$ cat src/rtl/p6_pkg.sv
// rtl/p6_pkg.sv - P6 controller shared constants: states, opcodes, select codes (decode honours P6_BRANCH_LINK_EN)
package p6_pkg;

  // FSM state encodings
  localparam logic [4:0] S_RST      = 5'd0;
  localparam logic [4:0] S_IF1      = 5'd1;
  localparam logic [4:0] S_IF2      = 5'd2;
  localparam logic [4:0] S_UPD_PC   = 5'd3;
  localparam logic [4:0] S_DECODE   = 5'd4;
  localparam logic [4:0] S_WR_IMM   = 5'd5;
  localparam logic [4:0] S_GET_A    = 5'd6;
  localparam logic [4:0] S_GET_B    = 5'd7;
  localparam logic [4:0] S_EXEC     = 5'd8;
  localparam logic [4:0] S_EXEC_A0  = 5'd9;
  localparam logic [4:0] S_EXEC_CMP = 5'd10;
  localparam logic [4:0] S_WR_C     = 5'd11;
  localparam logic [4:0] S_ADDR     = 5'd12;
  localparam logic [4:0] S_LD_ADDR  = 5'd13;
  localparam logic [4:0] S_MEM_RD   = 5'd14;
  localparam logic [4:0] S_WR_MEM   = 5'd15;
  localparam logic [4:0] S_GET_D    = 5'd16;
  localparam logic [4:0] S_MEM_WR   = 5'd17;
  localparam logic [4:0] S_BRANCH   = 5'd18;
  localparam logic [4:0] S_HALT     = 5'd19;
  localparam logic [4:0] S_LINK     = 5'd20;
  localparam logic [4:0] S_JUMP     = 5'd21;

  // opcode field IR[15:13]
  localparam logic [2:0] OPC_BR   = 3'b001;
  localparam logic [2:0] OPC_LINK = 3'b010;
  localparam logic [2:0] OPC_LDR  = 3'b011;
  localparam logic [2:0] OPC_STR  = 3'b100;
  localparam logic [2:0] OPC_ALU  = 3'b101;
  localparam logic [2:0] OPC_MOV  = 3'b110;
  localparam logic [2:0] OPC_HALT = 3'b111;

  // op field IR[12:11]
  localparam logic [1:0] OP_ADD  = 2'b00;
  localparam logic [1:0] OP_CMP  = 2'b01;
  localparam logic [1:0] OP_AND  = 2'b10;
  localparam logic [1:0] OP_MVN  = 2'b11;
  localparam logic [1:0] OP_MOVR = 2'b00;
  localparam logic [1:0] OP_MOVI = 2'b10;
  localparam logic [1:0] OP_BX   = 2'b00;
  localparam logic [1:0] OP_BLX  = 2'b10;
  localparam logic [1:0] OP_BL   = 2'b11;

  // branch conditions IR[10:8]
  localparam logic [2:0] COND_AL = 3'b000;
  localparam logic [2:0] COND_EQ = 3'b001;
  localparam logic [2:0] COND_NE = 3'b010;
  localparam logic [2:0] COND_LT = 3'b011;
  localparam logic [2:0] COND_LE = 3'b100;

  localparam logic [1:0] MEM_NONE  = 2'd0;
  localparam logic [1:0] MEM_READ  = 2'd1;
  localparam logic [1:0] MEM_WRITE = 2'd2;

  localparam logic [2:0] NSEL_RN = 3'b100;
  localparam logic [2:0] NSEL_RD = 3'b010;
  localparam logic [2:0] NSEL_RM = 3'b001;

  localparam logic [3:0] VSEL_MDATA  = 4'b1000;
  localparam logic [3:0] VSEL_SXIMM8 = 4'b0100;
  localparam logic [3:0] VSEL_PC1    = 4'b0010;
  localparam logic [3:0] VSEL_C      = 4'b0001;

  localparam logic [1:0] PCSEL_INC    = 2'd0;
  localparam logic [1:0] PCSEL_BRANCH = 2'd1;
  localparam logic [1:0] PCSEL_RD     = 2'd2;
  localparam logic [1:0] PCSEL_ZERO   = 2'd3;

  // First execute state for an instruction; anything unrecognised halts
  function automatic logic [4:0] decode_target(input logic [2:0] opcode, input logic [1:0] op);
    logic [4:0] t;
    case ({opcode, op})
      {OPC_MOV, OP_MOVI}: t = S_WR_IMM;
      {OPC_MOV, OP_MOVR}: t = S_GET_B;
      {OPC_ALU, OP_ADD},
      {OPC_ALU, OP_CMP},
      {OPC_ALU, OP_AND}:  t = S_GET_A;
      {OPC_ALU, OP_MVN}:  t = S_GET_B;
      {OPC_LDR, 2'b00},
      {OPC_STR, 2'b00}:   t = S_GET_A;
      {OPC_BR, 2'b00}:    t = S_BRANCH;
`ifdef P6_BRANCH_LINK_EN
      {OPC_LINK, OP_BL},
      {OPC_LINK, OP_BLX}: t = S_LINK;
      {OPC_LINK, OP_BX}:  t = S_GET_D;
`endif
      default:            t = S_HALT;
    endcase
    return t;
  endfunction

endpackage

$ cat src/rtl/p6_branch_cond.sv
// rtl/p6_branch_cond.sv - branch condition evaluator on status flags N/V/Z
module p6_branch_cond
  import p6_pkg::*;
(
  input  logic [2:0] cond,
  input  logic       n,
  input  logic       v,
  input  logic       z,
  output logic       taken
);

  // Signed compare uses N xor V; codes above LE are reserved and never taken
  always_comb begin
    taken = 1'b0;
    case (cond)
      COND_AL: taken = 1'b1;
      COND_EQ: taken = z;
      COND_NE: taken = ~z;
      COND_LT: taken = n ^ v;
      COND_LE: taken = (n ^ v) | z;
      default: taken = 1'b0;
    endcase
  end

endmodule

$ cat src/rtl/p6_controller.sv
// rtl/p6_controller.sv - P6 multi-cycle Moore control FSM; P6_BRANCH_LINK_EN adds BL/BX/BLX
module p6_controller
  import p6_pkg::*;
(
  input  logic       clk,
  input  logic       reset,
  input  logic [2:0] opcode,
  input  logic [1:0] op,
  input  logic [2:0] cond,
  input  logic       N,
  input  logic       V,
  input  logic       Z,
  output logic       load_ir,
  output logic       load_pc,
  output logic [1:0] pc_sel,
  output logic       addr_sel,
  output logic       load_addr,
  output logic [1:0] mem_cmd,
  output logic [2:0] nsel,
  output logic [3:0] vsel,
  output logic       write,
  output logic       loada,
  output logic       loadb,
  output logic       loadc,
  output logic       loads,
  output logic       asel,
  output logic       bsel,
  output logic       halted
);

  logic [4:0] state;
  logic [4:0] next_state;
  logic       cond_taken;
  logic       branch_taken;

  p6_branch_cond u_cond (
    .cond  (cond),
    .n     (N),
    .v     (V),
    .z     (Z),
    .taken (cond_taken)
  );

`ifdef P6_BRANCH_LINK_EN
  // BL reaches BRANCH through LINK and always jumps
  assign branch_taken = cond_taken | ((opcode == OPC_LINK) && (op == OP_BL));
`else
  assign branch_taken = cond_taken;
`endif

  // State register; reset pulls straight back to RST from any state
  always_ff @(posedge clk or posedge reset) begin
    if (reset) state <= S_RST;
    else       state <= next_state;
  end

  // Next-state sequencing; the IR is stable for the whole instruction
  always_comb begin
    next_state = state;
    case (state)
      S_RST:      next_state = S_IF1;
      S_IF1:      next_state = S_IF2;
      S_IF2:      next_state = S_UPD_PC;
      S_UPD_PC:   next_state = S_DECODE;
      S_DECODE:   next_state = decode_target(opcode, op);
      S_WR_IMM:   next_state = S_IF1;
      S_GET_A:    next_state = (opcode == OPC_ALU) ? S_GET_B : S_ADDR;
      S_GET_B: begin
        if (opcode == OPC_MOV)  next_state = S_EXEC_A0;
        else if (op == OP_CMP)  next_state = S_EXEC_CMP;
        else                    next_state = S_EXEC;
      end
      S_EXEC:     next_state = S_WR_C;
      S_EXEC_A0:  next_state = (opcode == OPC_STR) ? S_MEM_WR : S_WR_C;
      S_EXEC_CMP: next_state = S_IF1;
      S_WR_C:     next_state = S_IF1;
      S_ADDR:     next_state = S_LD_ADDR;
      S_LD_ADDR:  next_state = (opcode == OPC_LDR) ? S_MEM_RD : S_GET_D;
      S_MEM_RD:   next_state = S_WR_MEM;
      S_WR_MEM:   next_state = S_IF1;
      S_MEM_WR:   next_state = S_IF1;
`ifdef P6_BRANCH_LINK_EN
      S_GET_D:    next_state = (opcode == OPC_STR) ? S_EXEC_A0 : S_JUMP;
      S_LINK:     next_state = (op == OP_BL) ? S_BRANCH : S_GET_D;
      S_JUMP:     next_state = S_IF1;
`else
      S_GET_D:    next_state = S_EXEC_A0;
`endif
      S_BRANCH:   next_state = S_IF1;
      S_HALT:     next_state = S_HALT;
      default:    next_state = S_HALT;
    endcase
  end

  // Output decode from state; only BRANCH also looks at the flags
  always_comb begin
    load_ir   = 1'b0;
    load_pc   = 1'b0;
    pc_sel    = PCSEL_INC;
    addr_sel  = 1'b0;
    load_addr = 1'b0;
    mem_cmd   = MEM_NONE;
    nsel      = 3'b000;
    vsel      = 4'b0000;
    write     = 1'b0;
    loada     = 1'b0;
    loadb     = 1'b0;
    loadc     = 1'b0;
    loads     = 1'b0;
    asel      = 1'b0;
    bsel      = 1'b0;
    halted    = 1'b0;
    case (state)
      S_RST:      begin load_pc = 1'b1; pc_sel = PCSEL_ZERO; end
      S_IF1:      begin addr_sel = 1'b1; mem_cmd = MEM_READ; end
      S_IF2:      begin addr_sel = 1'b1; mem_cmd = MEM_READ; load_ir = 1'b1; end
      S_UPD_PC:   begin load_pc = 1'b1; pc_sel = PCSEL_INC; end
      S_WR_IMM:   begin nsel = NSEL_RN; vsel = VSEL_SXIMM8; write = 1'b1; end
      S_GET_A:    begin nsel = NSEL_RN; loada = 1'b1; end
      S_GET_B:    begin nsel = NSEL_RM; loadb = 1'b1; end
      S_EXEC:     loadc = 1'b1;
      S_EXEC_A0:  begin asel = 1'b1; loadc = 1'b1; end
      S_EXEC_CMP: loads = 1'b1;
      S_WR_C:     begin nsel = NSEL_RD; vsel = VSEL_C; write = 1'b1; end
      S_ADDR:     begin bsel = 1'b1; loadc = 1'b1; end
      S_LD_ADDR:  load_addr = 1'b1;
      S_MEM_RD:   mem_cmd = MEM_READ;
      S_WR_MEM:   begin nsel = NSEL_RD; vsel = VSEL_MDATA; write = 1'b1; mem_cmd = MEM_READ; end
      S_GET_D:    begin nsel = NSEL_RD; loadb = 1'b1; end
      S_MEM_WR:   mem_cmd = MEM_WRITE;
      S_BRANCH: begin
        if (branch_taken) begin
          load_pc = 1'b1;
          pc_sel  = PCSEL_BRANCH;
        end
      end
`ifdef P6_BRANCH_LINK_EN
      S_LINK:     begin nsel = NSEL_RN; vsel = VSEL_PC1; write = 1'b1; end
      S_JUMP:     begin load_pc = 1'b1; pc_sel = PCSEL_RD; end
`endif
      S_HALT:     halted = 1'b1;
      default:    ;
    endcase
  end

endmodule

$ cat config.mk
export PLATFORM = sky130hd
export DESIGN_NAME = p6_controller
export DESIGN_NICKNAME = d
export VERILOG_FILES = /design/src/rtl/p6_pkg.sv /design/src/rtl/p6_branch_cond.sv /design/src/rtl/p6_controller.sv
export SDC_FILE = /design/constraint.sdc
export NUM_CORES = 1
export LEC_CHECK = 0
export BUFFER_PORTS_ARGS = -buffer_cell sky130_fd_sc_hd__clkbuf_2
export CORE_MARGIN = 2
export CORE_UTILIZATION = 24
export DETAILED_ROUTE_END_ITERATION = 6
export GPL_TIMING_DRIVEN = 1
export PLACE_DENSITY = 0.5
export REMOVE_ABC_BUFFERS = 1
export SETUP_SLACK_MARGIN = 0.2
export SLEW_MARGIN = 25
export SYNTH_ARGS = -nofsm -noshare
export SYNTH_HDL_FRONTEND = slang
export SYNTH_SLANG_ARGS = --single-unit
$ cat constraint.sdc
create_clock -name clk -period 3.51 [get_ports clk]
set_input_delay 0.351 -clock clk [delete_from_list [all_inputs] [get_ports clk]]
set_output_delay 0.351 -clock clk [all_outputs]
set_load 0.02 [all_outputs]
==> results_dict.tcl <==
set metrics [dict create \
    outcome "finished clean" \
    drt_pass1_iterations 4 \
    clk_latency_ps 240 \
    num_rows 21 \
    grt_use_met1 0.188 \
    rsz0062_at_grt "false" \
    power_density_nw_per_um2 730 \
    ys_warn_count 0 \
    crit_type "reg2out" \
    placed_cells 193 \
    top_regs "state: 5 flops" \
    peakVddDrop_v 0.000150 \
    synthFlopType "dfrtp_1" \
    worst_setup_path_end_kind "output port" \
    postSynthCellCount 125 \
    critPathMaxStageDelay_ps 670 \
    p_switching_uw 439 \
    diodes 0 \
    ys_seq_area_frac 0.150 \
    relSlewSlack 0.591 \
    dp.final_hpwl_um 1960 \
    critical_path_arrival_ps 1990 \
    grt_util_met3 0.0216 \
    crit_end "pc_sel[0]" \
    initial_core_util 0.249 \
    dp_slack_ps 1430 \
    swShare 0.582 \
    wire_per_inst_um 13.0 \
    p_int_uw 316 \
    min_period_over_period 0.667 \
    setup-tns-final_ps 0 \
    startpoint "state[1]" \
    p_leak_nw 0.463 \
    area_growth_pct 24.4 \
    cts_tree "done" \
    cts_max_level 1 \
    die_x_um 62.9 \
    cp.required_ps 3160 \
    numCtsBuffers 3 \
    async_flop_share 1.00 \
    final.min_clock_period_ps 2340 \
    r2r_start "state[1]" \
    ys_types 43 \
    drt_iter0_drc 30 \
    post_cts_buffers 0 \
    setup_viol 0 \
    wirelength_um 2570 \
    grt_pass1_vias 915 \
    fin_ws_ps 1170 \
    hold_class "in2async" \
    largest_reg_flops 5 \
    path_cells "nand2b_1 > nor3_1 > nand4b_1 > o311ai_0 > clkbuf_2" \
    grt_first_pass_wirelength_um 4350 \
    combPwrFrac 0.684 \
    cts.repair.resized 0 \
    final_nets 166 \
    drc 0 \
    clock_skew_ps 4.10 \
    finalMaxSlewViolations 0 \
    finalNonFillerCells 198 \
    cts_root_buf "clkbuf_4" \
    drive_above_1_share 0.283 \
    dieArea_sq_um 3950 \
    num_io_pins 36 \
    r2r_cells 4 \
    use_met2 0.205 \
    antenna_found_initial 0 \
    gp_congestion 0.753 \
    cpMaxStageDelayCell "dfrtp_1" \
    seqPwrFrac 0.230 \
    start_kind "flop" \
    grt.total_usage 0.128 \
    r2r-end "state[0]" \
    synth-seq-cells 5 \
    drv_cap 0 \
    syn_area_sq_um 832 \
    io_buffers 34 \
    via_count 1045 \
    grt_overflow 0 \
    top_register "state" \
    synth_edf_count 0 \
    die_h_um 62.9 \
    rrSetupSlack_ps 1600 \
    cp_max_fo 18 \
    grt_busiest_layer "met2" \
    core-area_sq_um 3340 \
    hold_violations 0 \
    cts.path.max_buffers 2 \
    ant_nets 0 \
    fmax_ghz 0.427 \
    pwr-share-clk 0.085 \
    vias_per_cell 5.28 \
    synth.avg_cell_area_sq_um 6.66 \
    clkSlewWorstSetupHoldPaths_ps 40 \
    clock-sinks 5 \
    worst_pin_slew_ps 597 \
    grt_max_degree 20 \
]
==> worst min-delay path by stage <==
stage | to | start | slack, ps
2_1_floorplan | state[0] | reset | 130
3_3_place_gp | state[0] | reset | 240
3_5_place_dp | state[3] | reset | 240
4_1_cts | state[1] | reset | 540
5_1_grt | state[0] | reset | 570
6_report | state[4] | reset | 540
==> cell usage after synthesis (all sizes together), types with 2 or more instances <==
library cell | instances | share of area
nor2 | 16 | 0.072
nor3 | 10 | 0.060
buf | 9 | 0.060
inv | 9 | 0.041
a21oi | 7 | 0.042
nand2b | 7 | 0.053
o21ai | 6 | 0.036
dfrtp | 5 | 0.15
a31oi | 4 | 0.030
nand2 | 4 | 0.021
a211oi | 3 | 0.027
clkbuf | 3 | 0.014
nor2b | 3 | 0.023
or2 | 3 | 0.026
a2111oi | 2 | 0.021
and3b | 2 | 0.021
nand3 | 2 | 0.012
nand3b | 2 | 0.018
nand4 | 2 | 0.015
nor4b | 2 | 0.021
o211ai | 2 | 0.018
o21bai | 2 | 0.018
o31ai | 2 | 0.018
o32ai | 2 | 0.030
or4 | 2 | 0.018
==> cell type report <==
cell class | instances | area (sq um)
fill | 399 | 2300
multi-input combinational | 99 | 612
timing repair buffer | 35 | 180
sequential | 5 | 125
tap | 46 | 57.6
inverter | 9 | 33.8
clock buffer | 4 | 26.3
==> cell usage in the layout, fill, tap and decap left out, types with 2 or more instances in the layout <==
master     count
nand2b_1       7
dfrtp_1        5
nand2_1        3
a31oi_1        4
or4_1          2
clkbuf_4       3
nand3_1        2
o211ai_1       2
a2111oi_0      2
nor4b_1        2
o21ai_0        6
nand3b_1       2
and3b_1        2
nor3_1        10
o21bai_1       2
a211oi_1       3
or2_2          2
a21oi_1        7
nor2b_1        3
inv_1          9
clkbuf_2      34
nor2_1        16
nand4_1        2
o31ai_1        2
==> per-stage QoR <==
stage                     area, sq um  total power, mW  utilization  hold WS, ps
after floorplan                   771            0.519            -          130
final                            1030            0.755        0.310          536
after global placement            998            0.687        0.299          235
after CTS                        1030            0.757        0.310          545
after detailed placement          998            0.689        0.299          238
after global routing             1030            0.820        0.310          569
==> cells by family (layout without fill, tap and decap cells) <==
logic type             Yosys count  in the layout  share of synthesized area
AND/OR/NAND/NOR                 60             60                      0.405
AO/OA/AOI/OAI                   36             36                      0.302
buffers and inverters           21             48                      0.114
flip-flops                       5              5                      0.150
other                            1              1                    0.00451
XOR/XNOR                         1              1                     0.0105
multiplexers                     1              1                     0.0135
==> what timing repair did <==
action / 4_1_cts / 5_1_grt
setup endpoints to repair: 0 / 0
hold buffers: 1 / 0
endpoints found under the hold margin: 5 / 0
==> routing by layer <==
metal / vias to the layer above / wire, um
met5: - / 0
met4: 0 / 0
met3: 0 / 121
met2: 35 / 1250
met1: 496 / 1200
li1: 514 / -
==> critical path: cells and delay by family (launching register included) <==
kind / cells / cell delay (ps)
and+or+nand+nor: 3 / 720
AOI/OAI and AO/OA: 1 / 130
buffers and inverters: 1 / 230
DFF: 1 / 670
==> power by group through the flow <==
stage	sequential [mW]	combinational, mW	clock [mW]
after floorplan	0.144	0.375	0
after global placement	0.168	0.518	0
after detailed placement	0.173	0.517	0
after CTS	0.171	0.519	0.0667
after global routing	0.186	0.563	0.0710
final	0.174	0.517	0.0643
Power figures use the tool's default switching activity.
